$ cat src/rtl/two_bit_mult_pkg.sv
// Shared widths and types for the 2x2-bit multiplier cell.
package two_bit_mult_pkg;

  localparam int unsigned OPERAND_W = 2;
  localparam int unsigned PRODUCT_W = 4;
  localparam int unsigned ACC_W     = 8;

  typedef logic [OPERAND_W-1:0] operand_t;
  typedef logic [PRODUCT_W-1:0] product_t;
  typedef logic [ACC_W-1:0]     acc_t;

endpackage : two_bit_mult_pkg

$ cat src/rtl/two_bit_partial_product.sv
// Gate-level 2x2 unsigned multiply: AND array of partial products plus two half adders.
module two_bit_partial_product
  import two_bit_mult_pkg::*;
(
  input  logic [1:0] a,
  input  logic [1:0] b,
  output logic [3:0] result
);

  operand_t a_w;
  operand_t b_w;
  logic     pp00;
  logic     pp10;
  logic     pp01;
  logic     pp11;
  logic     c;

  assign a_w = a;
  assign b_w = b;

  // Partial products a_i * b_j
  assign pp00 = a_w[0] & b_w[0];
  assign pp10 = a_w[1] & b_w[0];
  assign pp01 = a_w[0] & b_w[1];
  assign pp11 = a_w[1] & b_w[1];

  // First half adder sums the two weight-2 terms
  assign c = pp10 & pp01;

  // Second half adder folds the carry into the weight-4 term
  assign result = {pp11 & c, pp11 ^ c, pp10 ^ pp01, pp00};

endmodule : two_bit_partial_product

$ cat src/rtl/two_bit_multiplier.sv
// Leaf 2x2-bit multiplier cell: combinational product, registered copy with valid,
// and an optional 8-bit wrap-around accumulator selected by TWO_BIT_MULT_ACC_EN.
module two_bit_multiplier
  import two_bit_mult_pkg::*;
(
  input  logic       CLK,
  input  logic       rst,
  input  logic [1:0] a,
  input  logic [1:0] b,
  input  logic       in_valid,
  output logic [3:0] result,
  output logic [3:0] result_q,
  output logic       out_valid,
  output logic [7:0] acc
);

  product_t product;

  two_bit_partial_product u_pp (
    .a      (a),
    .b      (b),
    .result (product)
  );

  assign result = product;

  // Registered product holds its last accepted value; valid follows in_valid every edge
  always_ff @(posedge CLK or posedge rst) begin
    if (rst) begin
      result_q  <= '0;
      out_valid <= 1'b0;
    end else begin
      if (in_valid) begin
        result_q <= product;
      end
      out_valid <= in_valid;
    end
  end

`ifdef TWO_BIT_MULT_ACC_EN
  acc_t acc_q;

  // Running sum of accepted products, wrapping modulo 2^ACC_W
  always_ff @(posedge CLK or posedge rst) begin
    if (rst) begin
      acc_q <= '0;
    end else if (in_valid) begin
      acc_q <= acc_q + ACC_W'(product);
    end
  end

  assign acc = acc_q;
`else
  assign acc = '0;
`endif

endmodule : two_bit_multiplier

$ cat config.mk
export PLATFORM = sky130hd
export DESIGN_NAME = two_bit_multiplier
export DESIGN_NICKNAME = d
export VERILOG_FILES = /design/src/rtl/two_bit_mult_pkg.sv /design/src/rtl/two_bit_partial_product.sv /design/src/rtl/two_bit_multiplier.sv
export SDC_FILE = /design/constraint.sdc
export NUM_CORES = 1
export LEC_CHECK = 0
export BUFFER_PORTS_ARGS = -buffer_cell sky130_fd_sc_hd__buf_4
export CELL_PAD_IN_SITES_DETAIL_PLACEMENT = 1
export CELL_PAD_IN_SITES_GLOBAL_PLACEMENT = 1
export CORE_AREA = 2 2 39 41
export DETAILED_ROUTE_END_ITERATION = 16
export DIE_AREA = 0 0 41 43
export GPL_TIMING_DRIVEN = 0
export PLACE_DENSITY = 0.74
export SYNTH_ARGS = -nofsm -noshare
export SYNTH_HDL_FRONTEND = slang
export SYNTH_SLANG_ARGS = --single-unit
$ cat constraint.sdc
create_clock -name CLK -period 0.9 [get_ports CLK]
set_input_delay 0.09 -clock CLK [delete_from_list [all_inputs] [get_ports CLK]]
set_output_delay 0.09 -clock CLK [all_outputs]
set_load 0.005 [all_outputs]
# Yosys cells after proc, flatten, opt, wreduce, memory -nomap -nowiden
# Cells that the tools add are included.
# W data, S select, Z words.
[op_classes]
n_bitwise = 8
[ops]
columns = ["op", "count"]
rows = [
  ["$and A1 B1 Y1", 6],
  ["$xor A1 B1 Y1", 2],
]
[word_totals]
reg_bits = 5
out_inout_bits = 17
word_cells = 10
input_bits = 7

# Longest topological paths before layout
[depth]
ltp_word = 3
mapped_depth = 4
mapped_depth_nobuf = 4

# Modules after synthesis
# From an unflattened synthesis, not the netlist that was laid out.
[unflattened]
cells_unflattened = 26
area_unflattened_um2 = 295.3
[modules_own_cells]
columns = ["module", "cells_per_inst", "n_inst", "area_each_um2", "seq_area_each_um2"]
rows = [
  ["two_bit_multiplier", 19, 1, 237.7, 125.1],
  ["two_bit_partial_product", 7, 1, 57.6, 0.0],
]

# Least setup slack after synthesis
# Ideal clock, no wire load.
[synth_path]
path_type = "input-to-reg"
startpoint = "in b[0]"
endpoint = "reg result_q[2]"
cell_stages = 4
slack_ns = -0.216
arrival_time_ns = 0.991
setup_ns = 0.125
path_cell_list = "and2_2 -> ha_1 -> ha_1 -> mux2_2"
[synth_via]
elab_chain_cells = 3
[synth_rtl]
columns = ["element", "line_no", "source"]
rows = [
  ["start, declared", "two_bit_multiplier.sv:9", "input logic [1:0] b,"],
  ["$and A1 B1 Y1", "two_bit_partial_product.sv:23", "assign pp10 = a_w[1] & b_w[0];"],
  ["$and A1 B1 Y1", "two_bit_partial_product.sv:28", "assign c = pp10 & pp01;"],
  ["$xor A1 B1 Y1", "two_bit_partial_product.sv:31", "assign result = {pp11 & c, pp11 ^ c, pp10 ^ pp01, pp00};"],
  ["net result[2]", "two_bit_multiplier.sv:11", "output logic [3:0] result,"],
  ["end signal, assigned", "two_bit_multiplier.sv:34", "result_q <= product;"],
  ["end, declared", "two_bit_multiplier.sv:12", "output logic [3:0] result_q,"],
]
# The timed path passes the listed nets, and every way through them passes these cells.
# A chain may end at the register's enable or synchronous reset.

# Worst setup path in the final report
[layout_path]
startpoint = "in a[1]"
endpoint = "out result[2]"
[layout_via]
elab_chain_cells = 3
[layout_rtl]
columns = ["element", "line_no", "source"]
rows = [
  ["start, declared", "two_bit_multiplier.sv:8", "input logic [1:0] a,"],
  ["$and A1 B1 Y1", "two_bit_partial_product.sv:23", ""],
  ["$and A1 B1 Y1", "two_bit_partial_product.sv:28", ""],
  ["$xor A1 B1 Y1 (*)", "two_bit_partial_product.sv:31", ""],
  ["end, declared", "two_bit_multiplier.sv:11", ""],
]
# Every way passes the cells marked *; elsewhere a longest branch is shown, timed or not.

==> results.yml <==
cts:
  insertion_delay_ns: 0.25
  cts_root_buf: "sky130_fd_sc_hd__clkbuf_4"
  tritoncts: "yes"
  post-cts-setup-buffers: 0
  cts.path.max_buffers: 2
  cts_max_level: 1
  clock_buffers_created_by_tritoncts: 3
  cts.clk_slew.worst_paths_ns: 0.05
  numClockSinks: 5
outcome:
  violations: "negative setup slack"
  status: "complete, but fails checks"
min_path:
  hold_path.class: "primary input to flop"
  holdCritStartpoint: "in_valid"
floorplan:
  die_area_um2: 1760
  placementRows: 14
  die_height_um: 43
  starting_density_of_the_core_pct: 21.9
  core_um2: 1380
  top_level_pins: 24
  die-width_um: 41
timing:
  slew_viol_final: 0
  setup_viol: 1
  postLayoutSetupSlackWorst_ns: -0.0308
  fmax_ghz: 1.07
  clk_skew_ns: 0
  hold_ws_ns: 0.148
  timing.final.crit_share_pct: 103
  layout_min_cycle_time_ns: 0.931
  rsz0062_at_grt: "true"
  timing.final.hold_violations: 0
synthesis:
  yosysWarnings: 0
  synth.yosys.seq_area_share_pct: 41.3
  number_of_storage_elements_in_the_synthesis_netlist: 5
  synthesis.area_um2: 303
  synth_cell_types: 10
  syn_area_per_cell_um2: 11.6
  post_synth_inst_count: 26
global_routing:
  grt.overflow.total: 0
  pin_count_of_the_biggest_net_entering_global_routing: 6
  grt.total_usage_pct: 7.86
  initial_antenna_violation_count: 0
  number_of_global_route_vias_before_repair: 220
  first_pass_grt_wire_length_um: 848
routing:
  drt_drc_violations_left: 0
  totalWireLength_um: 640
  detail_route.vias_per_cell: 3.53
  routedWlPerCell_um: 9.14
  via_count: 247
  route.antenna.remaining_nets: 0
  drtIter0Drc: 1
  firstDrtPassIters: 2
placement:
  placement.cell_area_um2: 498
  place_congestion: 0.504
  worst_setup_slack_post_dpl_ns: -0.224
  io_buffer_count: 15
  placed_cells: 64
worst_setup_path:
  r2r_end: "result_q[2]"
  worstReg2RegStart: "result_q[2]"
  critical_path.max_fanout: 2
  crit_path_end: "result[2]"
  rrSetupSlack_ns: 0.14
  worstPathArrival_ns: 0.84
  critical_path.endpoint_type: "output pin"
  setup.worst_path.start_class: "primary input"
  critical_path_required_ns: 0.81
  worstRegToRegCells: 1
  critical_path_class: "primary input to output pin"
  startpoint_of_the_worst_setup_timing_path: "a[1]"
cells_and_area:
  finish.cell_count_without_fillers: 70
  fin_area_um2: 564
  antenna_cells_inserted: 0
  nets: 64
  area_growth_pct: 86.4
  post_route_cells_drive_above_1_share_pct: 68.5
job:
  max_cap_violations: 0
pwr:
  ir_worst_vdd_v: 0.000378
  p_per_area_nw_per_um2: 1270
  p_leak_nw: 0.312
[how the worst min path moves through the flow]
stage | cells past startpoint | endpoint
2_1_floorplan | 1 | out_valid
3_3_place_gp | 2 | result_q[2]
3_5_place_dp | 2 | result_q[2]
4_1_cts | 1 | out_valid
5_1_grt | 2 | result_q[2]
6_report | 2 | result_q[1]
[Yosys cell counts, drive strengths merged]
master,number,area share (%)
and2,4,9.5
buf,9,22
conb,1,1.2
dfrtp,5,41
ha,2,8.3
inv,1,1.2
mux2,4,16
[metal layers]
metal,share of wire (%),GRT usage (%)
met5,0,0
met4,0.94,8.00
met3,15,5.24
met2,46,11.3
met1,38,6.51
[cells by family after synthesis]
logic type	share of synthesized area, %
muxes	16.1
and+or+nand+nor	9.50
DFF	41.3
adders and majority gates	8.26
buffers and inverters	23.6
other	1.24
[power by group]
part           switching (mW)  internal [mW]
Combinational          0.0592          0.129
Sequential            0.00896          0.244
Clock                   0.113          0.162
Total                   0.181          0.535
[area by class of cell]
cell class / count / area, um^2
plain buffers: 9 / 67.6
clock buffers: 3 / 22.5
clock inverters: 1 / 5.00
fillers: 153 / 820
inverters: 1 / 3.75
multi-input cells: 18 / 169
flip-flops and latches: 5 / 125
well taps: 16 / 20.0
repair buffers: 17 / 151
[critical path, stage by stage]
cell	delay, ns
sky130_fd_sc_hd__buf_6	0.09
sky130_fd_sc_hd__and2_4	0.15
sky130_fd_sc_hd__ha_4	0.16
sky130_fd_sc_hd__ha_4	0.26
sky130_fd_sc_hd__buf_6	0.09
[registers in the layout, indices dropped and copies added (netlist names)]
register,cells
out_valid,1
result_q,4
[cells in the final DEF, fill, tap and decap left out]
| master | synthesis | routed |
|---|---|---|
| sky130_fd_sc_hd__and2_1 | 2 | 1 |
| sky130_fd_sc_hd__and2_4 | 1 | 3 |
| sky130_fd_sc_hd__buf_4 | 9 | 19 |
| sky130_fd_sc_hd__buf_6 | 0 | 5 |
| sky130_fd_sc_hd__clkbuf_4 | 0 | 3 |
| sky130_fd_sc_hd__clkinv_2 | 0 | 1 |
| sky130_fd_sc_hd__conb_1 | 1 | 8 |
| sky130_fd_sc_hd__dfrtp_1 | 5 | 5 |
| sky130_fd_sc_hd__dlygate4sd3_1 | 0 | 2 |
| sky130_fd_sc_hd__ha_4 | 0 | 2 |
| sky130_fd_sc_hd__inv_1 | 1 | 1 |
| sky130_fd_sc_hd__mux2_2 | 3 | 1 |
| sky130_fd_sc_hd__mux2_4 | 1 | 3 |
[repair_timing]
action	4_1_cts	5_1_grt
resized for setup	5	0
hold buffers	1	1
endpoints found under the hold margin	5	1
pin swaps	4	1
setup endpoints to repair	1	1
[stage by stage]
| step | TNS, ns | total power [mW] | utilization (%) |
|---|---|---|---|
| 2_1_floorplan | -0.0935 | 0.351 | - |
| 3_3_place_gp | -0.496 | 0.428 | 36.0 |
| 3_5_place_dp | -0.495 | 0.429 | 36.0 |
| 4_1_cts | -0.0346 | 0.724 | 40.1 |
| 5_1_grt | -0.0506 | 0.763 | 40.8 |
| 6_report | -0.0308 | 0.716 | 40.8 |
No activity file was read; power rests on OpenSTA's default activity.
